[config.mk]
export PLATFORM = sky130hd
export DESIGN_NAME = c17_pipe_bist
export DESIGN_NICKNAME = d
export VERILOG_FILES = /design/src/rtl/c17_pipe_bist.sv
export SDC_FILE = /design/constraint.sdc
export NUM_CORES = 1
export LEC_CHECK = 0
export BUFFER_PORTS_ARGS = -buffer_cell sky130_fd_sc_hd__buf_2
export CORE_MARGIN = 4
export CORE_UTILIZATION = 54
export DETAILED_ROUTE_END_ITERATION = 7
export PLACE_DENSITY = 0.79
export SYNTH_ARGS = -nofsm -noshare
export SYNTH_HDL_FRONTEND = slang
export SYNTH_SLANG_ARGS = --single-unit
[constraint.sdc]
create_clock -name clk -period 1.8 [get_ports clk]
set_input_delay 0.18 -clock clk [delete_from_list [all_inputs] [get_ports clk]]
set_output_delay 0.18 -clock clk [all_outputs]
set_load 0.05 [all_outputs]
[src/rtl/c17_pipe_bist.sv]
// Pipelined, lane-parallel c17 NAND netlist behind a valid/ready stream,
// with a self-test sequencer that sweeps all 32 patterns into a 16-bit MISR.
module c17_pipe_bist #(
  parameter int LANES = 4,
  parameter int PIPE  = 2
) (
  input  logic             clk,
  input  logic             rst,
  input  logic             in_valid,
  output logic             in_ready,
  input  logic [LANES-1:0] in_n1,
  input  logic [LANES-1:0] in_n2,
  input  logic [LANES-1:0] in_n3,
  input  logic [LANES-1:0] in_n6,
  input  logic [LANES-1:0] in_n7,
  output logic             out_valid,
  input  logic             out_ready,
  output logic [LANES-1:0] out_n22,
  output logic [LANES-1:0] out_n23,
  input  logic             bist_start,
  output logic             bist_busy,
  output logic             bist_done,
  output logic [15:0]      bist_sig
);

  // state  | meaning
  // IDLE   | user traffic, self-test never run since reset
  // DRAIN  | input closed, waiting for in-flight user beats to leave
  // RUN    | injecting self-test pattern p = 0..31, one per cycle
  // FLUSH  | waiting for the last self-test beats to reach the MISR
  // DONE   | signature valid and held, user traffic open again
  typedef enum logic [2:0] {
    S_IDLE  = 3'd0,
    S_DRAIN = 3'd1,
    S_RUN   = 3'd2,
    S_FLUSH = 3'd3,
    S_DONE  = 3'd4
  } state_t;

  state_t state_q, state_d;
  logic [4:0]  pat_q;
  logic [15:0] sig_q, misr_next, misr_d;

  logic user_mode, run, start_acc, pipe_empty, first_ok;
  logic f_valid, f_tag;
  logic [LANES-1:0] f_n1, f_n2, f_n3, f_n6, f_n7;
  logic [LANES-1:0] p_n1, p_n2, p_n3, p_n6, p_n7;
  logic [LANES-1:0][4:0] lane_q;

  logic             st_valid, st_tag;
  logic [LANES-1:0] st_n10, st_n11, st_n2, st_n7;
  logic [LANES-1:0] n16, n19, n22, n23;

  logic             o_valid_q, o_tag_q;
  logic [LANES-1:0] o_n22_q, o_n23_q;
  logic             out_take, o_load_ok;

  assign user_mode = (state_q == S_IDLE) || (state_q == S_DONE);
  assign run       = (state_q == S_RUN);
  assign start_acc = user_mode && bist_start;

  // Lane i sees pattern (p + i) mod 32, bits map to {N1,N2,N3,N6,N7}.
  for (genvar g = 0; g < LANES; g++) begin : g_pat
    assign lane_q[g] = pat_q + 5'(g);
    assign p_n1[g]   = lane_q[g][4];
    assign p_n2[g]   = lane_q[g][3];
    assign p_n3[g]   = lane_q[g][2];
    assign p_n6[g]   = lane_q[g][1];
    assign p_n7[g]   = lane_q[g][0];
  end

  // Self-test beats drain unconditionally and are never shown to the consumer.
  assign out_take  = o_valid_q && (o_tag_q || out_ready);
  assign o_load_ok = !o_valid_q || out_take;

  assign in_ready = !rst && user_mode && first_ok;
  assign f_valid  = run || (in_valid && in_ready);
  assign f_tag    = run;
  assign f_n1     = run ? p_n1 : in_n1;
  assign f_n2     = run ? p_n2 : in_n2;
  assign f_n3     = run ? p_n3 : in_n3;
  assign f_n6     = run ? p_n6 : in_n6;
  assign f_n7     = run ? p_n7 : in_n7;

  if (PIPE == 2) begin : g_pipe2
    logic             s1_valid_q, s1_tag_q;
    logic [LANES-1:0] s1_n10_q, s1_n11_q, s1_n2_q, s1_n7_q;
    logic             s1_ok;

    assign s1_ok    = !s1_valid_q || o_load_ok;
    assign first_ok = s1_ok;

    always_ff @(posedge clk) begin
      if (rst) begin
        s1_valid_q <= 1'b0;
        s1_tag_q   <= 1'b0;
        s1_n10_q   <= '0;
        s1_n11_q   <= '0;
        s1_n2_q    <= '0;
        s1_n7_q    <= '0;
      end else if (s1_ok) begin
        s1_valid_q <= f_valid;
        s1_tag_q   <= f_tag;
        if (f_valid) begin
          s1_n10_q <= ~(f_n1 & f_n3);
          s1_n11_q <= ~(f_n3 & f_n6);
          s1_n2_q  <= f_n2;
          s1_n7_q  <= f_n7;
        end
      end
    end

    assign st_valid   = s1_valid_q;
    assign st_tag     = s1_tag_q;
    assign st_n10     = s1_n10_q;
    assign st_n11     = s1_n11_q;
    assign st_n2      = s1_n2_q;
    assign st_n7      = s1_n7_q;
    assign pipe_empty = !s1_valid_q && !o_valid_q;
  end else begin : g_pipe1
    assign first_ok   = o_load_ok;
    assign st_valid   = f_valid;
    assign st_tag     = f_tag;
    assign st_n10     = ~(f_n1 & f_n3);
    assign st_n11     = ~(f_n3 & f_n6);
    assign st_n2      = f_n2;
    assign st_n7      = f_n7;
    assign pipe_empty = !o_valid_q;
  end

  assign n16 = ~(st_n2 & st_n11);
  assign n19 = ~(st_n11 & st_n7);
  assign n22 = ~(st_n10 & n16);
  assign n23 = ~(n16 & n19);

  always_ff @(posedge clk) begin
    if (rst) begin
      o_valid_q <= 1'b0;
      o_tag_q   <= 1'b0;
      o_n22_q   <= '0;
      o_n23_q   <= '0;
    end else if (o_load_ok) begin
      o_valid_q <= st_valid;
      o_tag_q   <= st_tag;
      if (st_valid) begin
        o_n22_q <= n22;
        o_n23_q <= n23;
      end
    end
  end

  always_comb begin
    state_d = state_q;
    case (state_q)
      S_IDLE, S_DONE: if (bist_start) state_d = S_DRAIN;
      S_DRAIN:        if (pipe_empty) state_d = S_RUN;
      S_RUN:          if (pat_q == 5'd31) state_d = S_FLUSH;
      S_FLUSH:        if (pipe_empty) state_d = S_DONE;
      default:        state_d = S_IDLE;
    endcase
  end

  always_comb begin
    misr_d = '0;
    misr_d[2*LANES-1:0] = {o_n23_q, o_n22_q};
    misr_next = {sig_q[14:0], 1'b0} ^ (sig_q[15] ? 16'h1021 : 16'h0000) ^ misr_d;
  end

  always_ff @(posedge clk) begin
    if (rst) begin
      state_q <= S_IDLE;
      pat_q   <= '0;
      sig_q   <= '0;
    end else begin
      state_q <= state_d;
      pat_q   <= run ? pat_q + 5'd1 : 5'd0;
      if (start_acc)
        sig_q <= '0;
      else if (o_valid_q && o_tag_q)
        sig_q <= misr_next;
    end
  end

  assign out_valid = o_valid_q && !o_tag_q;
  assign out_n22   = o_n22_q;
  assign out_n23   = o_n23_q;
  assign bist_busy = (state_q == S_DRAIN) || (state_q == S_RUN) || (state_q == S_FLUSH);
  assign bist_done = (state_q == S_DONE);
  assign bist_sig  = sig_q;

endmodule

==> flow_metrics.tcl <==
set metrics [dict create \
    clock_tree_from_tritoncts "yes" \
    final.min_clock_period_ps 1710 \
    p_switching_uw 804 \
    estimated_wirelength_of_the_detail_placed_design_mm 3.83 \
    power.share.sequential_pct 51.6 \
    synth_top_cells_by_area "dfxtp_1 (42%), nand2_1 (6.8%), xnor2_1 (4.9%)" \
    die_height_um 75.9 \
    first_pass_iters 4 \
    irDropWorstVdd_v 0.000464 \
    worstSetupStartpoint "o_valid_q$_SDFFE_PP0P_" \
    use_met1_pct 24.7 \
    postLayoutCoreUtil_pct 64.2 \
    setup.worst_path.end_class "output port" \
    groute.layer.met2.usage_pct 32.3 \
    power-per-cell-area_mw_per_mm2 889 \
    drt_first_iter_violations 117 \
    synthesis.instances 281 \
    synth_common_cells "dfxtp_1 (52), nand2_1 (45), nor2_1 (27)" \
    antenna_left 0 \
    finalSetupViolations 0 \
    fraction_of_power_spent_switching_nets_pct 31.9 \
    cts_setup_buffers 0 \
    clkLatencyLatePin_ps 310 \
    timing.max_slew.rel_slack_pct 50.6 \
    area_growth_syn_to_layout_pct 13.9 \
    cts.clk_slew.worst_paths_ps 100 \
    n_fill_cell 381 \
    combinationalPowerShare_pct 20.6 \
    initial_utilization_pct 56.4 \
    gr_overflow_total 0 \
    grt_start_max_net_pins 39 \
    hold_path.startpoint "in_n2[3]" \
    outcome "finished clean" \
    num_antenna_cells 0 \
    dr_total_vias 2013 \
    clock_tree.root_cell "clkbuf_8" \
    grt_first_pass_wirelength_mm 8.58 \
    design.core.area_sq_mm 0.00441 \
    post_synth_top_area_cell "dfxtp_1" \
    dieArea_sq_mm 0.00576 \
    finish.net_count 354 \
    timing.critical_path.fanout_max 7 \
    postSynthRegisterBits 52 \
    placed_area_sq_mm 0.00273 \
    post_cts_resized 1 \
    htreeDepth 2 \
    setup.worst_path.class "reg2out" \
    placement.io_buffers 52 \
    fmaxAchievable_mhz 583 \
    globalRouteTotalUtil_pct 19.6 \
    total_leakage_power_nw 1.09 \
    drc 0 \
    regArea_sq_mm 0.00104 \
    synth_async_sr_flop_share_pct 0 \
    groute.layer.met3.usage_pct 5.94 \
    critical_path.startpoint_type "flop" \
    synth.distinct_cells 44 \
    hold_buffers 0 \
    max_cap_violations 0 \
    cts.sinks 52 \
    synth_most_common_cell "dfxtp_1" \
    hold_class "in2reg" \
    die_span_x_um 75.9 \
    number_of_antenna_violations_at_the_first_check_in_global_routing 0 \
    timing.final.hold_violations 0 \
    grt_pass1_vias 1896 \
    cell_int_power_mw 1.72 \
    rsz_0062_raised_after_global_routing "yes" \
    synthesis.nets 311 \
    yosys_warns 0 \
    synth_seq_area_share_pct 41.8 \
    dpl_worst_slack_ps 129 \
    r2r-start "state_q[0]$_SDFFE_PP0P_" \
    gp_congestion 0.830 \
    power.clock.fraction_pct 27.8 \
    worst_ep_arrival_time_ps 1530 \
    fin_area_sq_mm 0.00284 \
    wire_per_inst_um 13.6 \
    synth_largest_type_area_fraction_pct 41.8 \
    cp.required_ps 1620 \
    vias_per_cell 5.34 \
    finish.cell_count_without_fillers 377 \
    final.period_utilization_pct 95.2 \
    synth_edf_count 0 \
    postSynth.topFlopCell "dfxtp_1" \
    syn_area_per_cell_sq_um 8.86 \
    rows 24 \
    fin_worst_skew_ps 10.0 \
    mappedNetlistArea_sq_mm 0.00249 \
    cts_inserted_buffers 5 \
    post-route-worst-setup-slack_ps 86.0 \
    gr-max-usage-layer "met2" \
    fraction_of_final_layout_cells_sized_beyond_drive_strength_1_pct 28.9 \
    total_power_mw 2.52 \
    detail_route.wirelength_mm 5.13 \
    final_max_slew_viol_count 0 \
    ioPinCount 53 \
    dpl.cell_count 369 \
    multi_input_area_sq_mm 0.00127 \
    ctsLongestPathBuffers 2 \
    tightestPinTransition_ps 739 \
]
## routing by layer
metal / routed length (um) / vias up
met5: 0 / -
met4: 86 / 0
met3: 278 / 9
met2: 2380 / 45
met1: 2380 / 909
li1: - / 1050
## sequential cells by signal, indices dropped and copies added, names as in the netlist
signal / cells
bist_sig: 16
g_pipe2.s1_n10_q: 4
g_pipe2.s1_n11_q: 4
g_pipe2.s1_n2_q: 4
g_pipe2.s1_n7_q: 4
g_pipe2.s1_tag_q: 1
g_pipe2.s1_valid_q: 1
o_tag_q: 1
o_valid_q: 1
out_n22: 4
out_n23: 4
pat_q: 5
state_q: 3
## cell usage in the layout (no fill, tap or decap), types with 10 or more instances in the layout
master    count
buf_2        51
nand3_1      12
nor2_1       27
buf_4        10
dfxtp_1      51
a211oi_1     11
a21oi_1      21
nand2_1      45
xnor2_1      14
## worst paths after layout
check	end	slack, ps	depth (start not counted)
max	in_ready	90	5
min	g_pipe2.s1_n2_q[3]$_SDFFE_PP0P_	100	3
max reg2reg	g_pipe2.s1_n2_q[0]$_SDFFE_PP0P_	220	5
min reg2reg	out_n22[1]$_SDFFE_PP0P_	440	1
## kinds of logic (layout without fill, tap and decap cells)
logic type	Yosys count	count (layout)	synth area share (%)
buffers and inverters	28	72	7.39
AO/OA/AOI/OAI	60	60	17.0
AND/OR/NAND/NOR	119	119	25.3
flip-flops	52	52	41.8
adder cells (fa/ha/maj)	5	5	2.51
XOR/XNOR	17	17	5.98
## metrics by stage
| stage | hold WS (ps) | setup TNS, ps |
|---|---|---|
| 2_1_floorplan | 320 | 0 |
| 3_3_place_gp | 434 | 0 |
| 3_5_place_dp | 435 | 0 |
| 4_1_cts | 98.8 | 0 |
| 5_1_grt | 114 | -14.6 |
| 6_report | 105 | 0 |
## area by class of cell
class,instances,share of cell area (%)
multi-input combinational,201,44.9
sequential,52,36.8
timing repair buffer,62,12.4
clock buffer,5,2.43
tap,52,2.29
clock inverter,3,0.971
inverter,2,0.265
## power by group through the flow
stage               Sequential, mW  Combinational, mW  Clock [mW]
floorplan                     1.34              0.388           0
global placement              1.32              0.507           0
detailed placement            1.33              0.516           0
CTS                           1.30              0.521       0.719
global route                  1.31              0.576       0.769
finish                        1.30              0.519       0.702
## worst max-delay path, cell delays in order (launching register included)
cell	delay, ps
dfxtp_2	360
nor3b_2	160
buf_4	140
and2_1	190
nor4_2	140
buf_4	240
(Power assumes the default switching activity.)
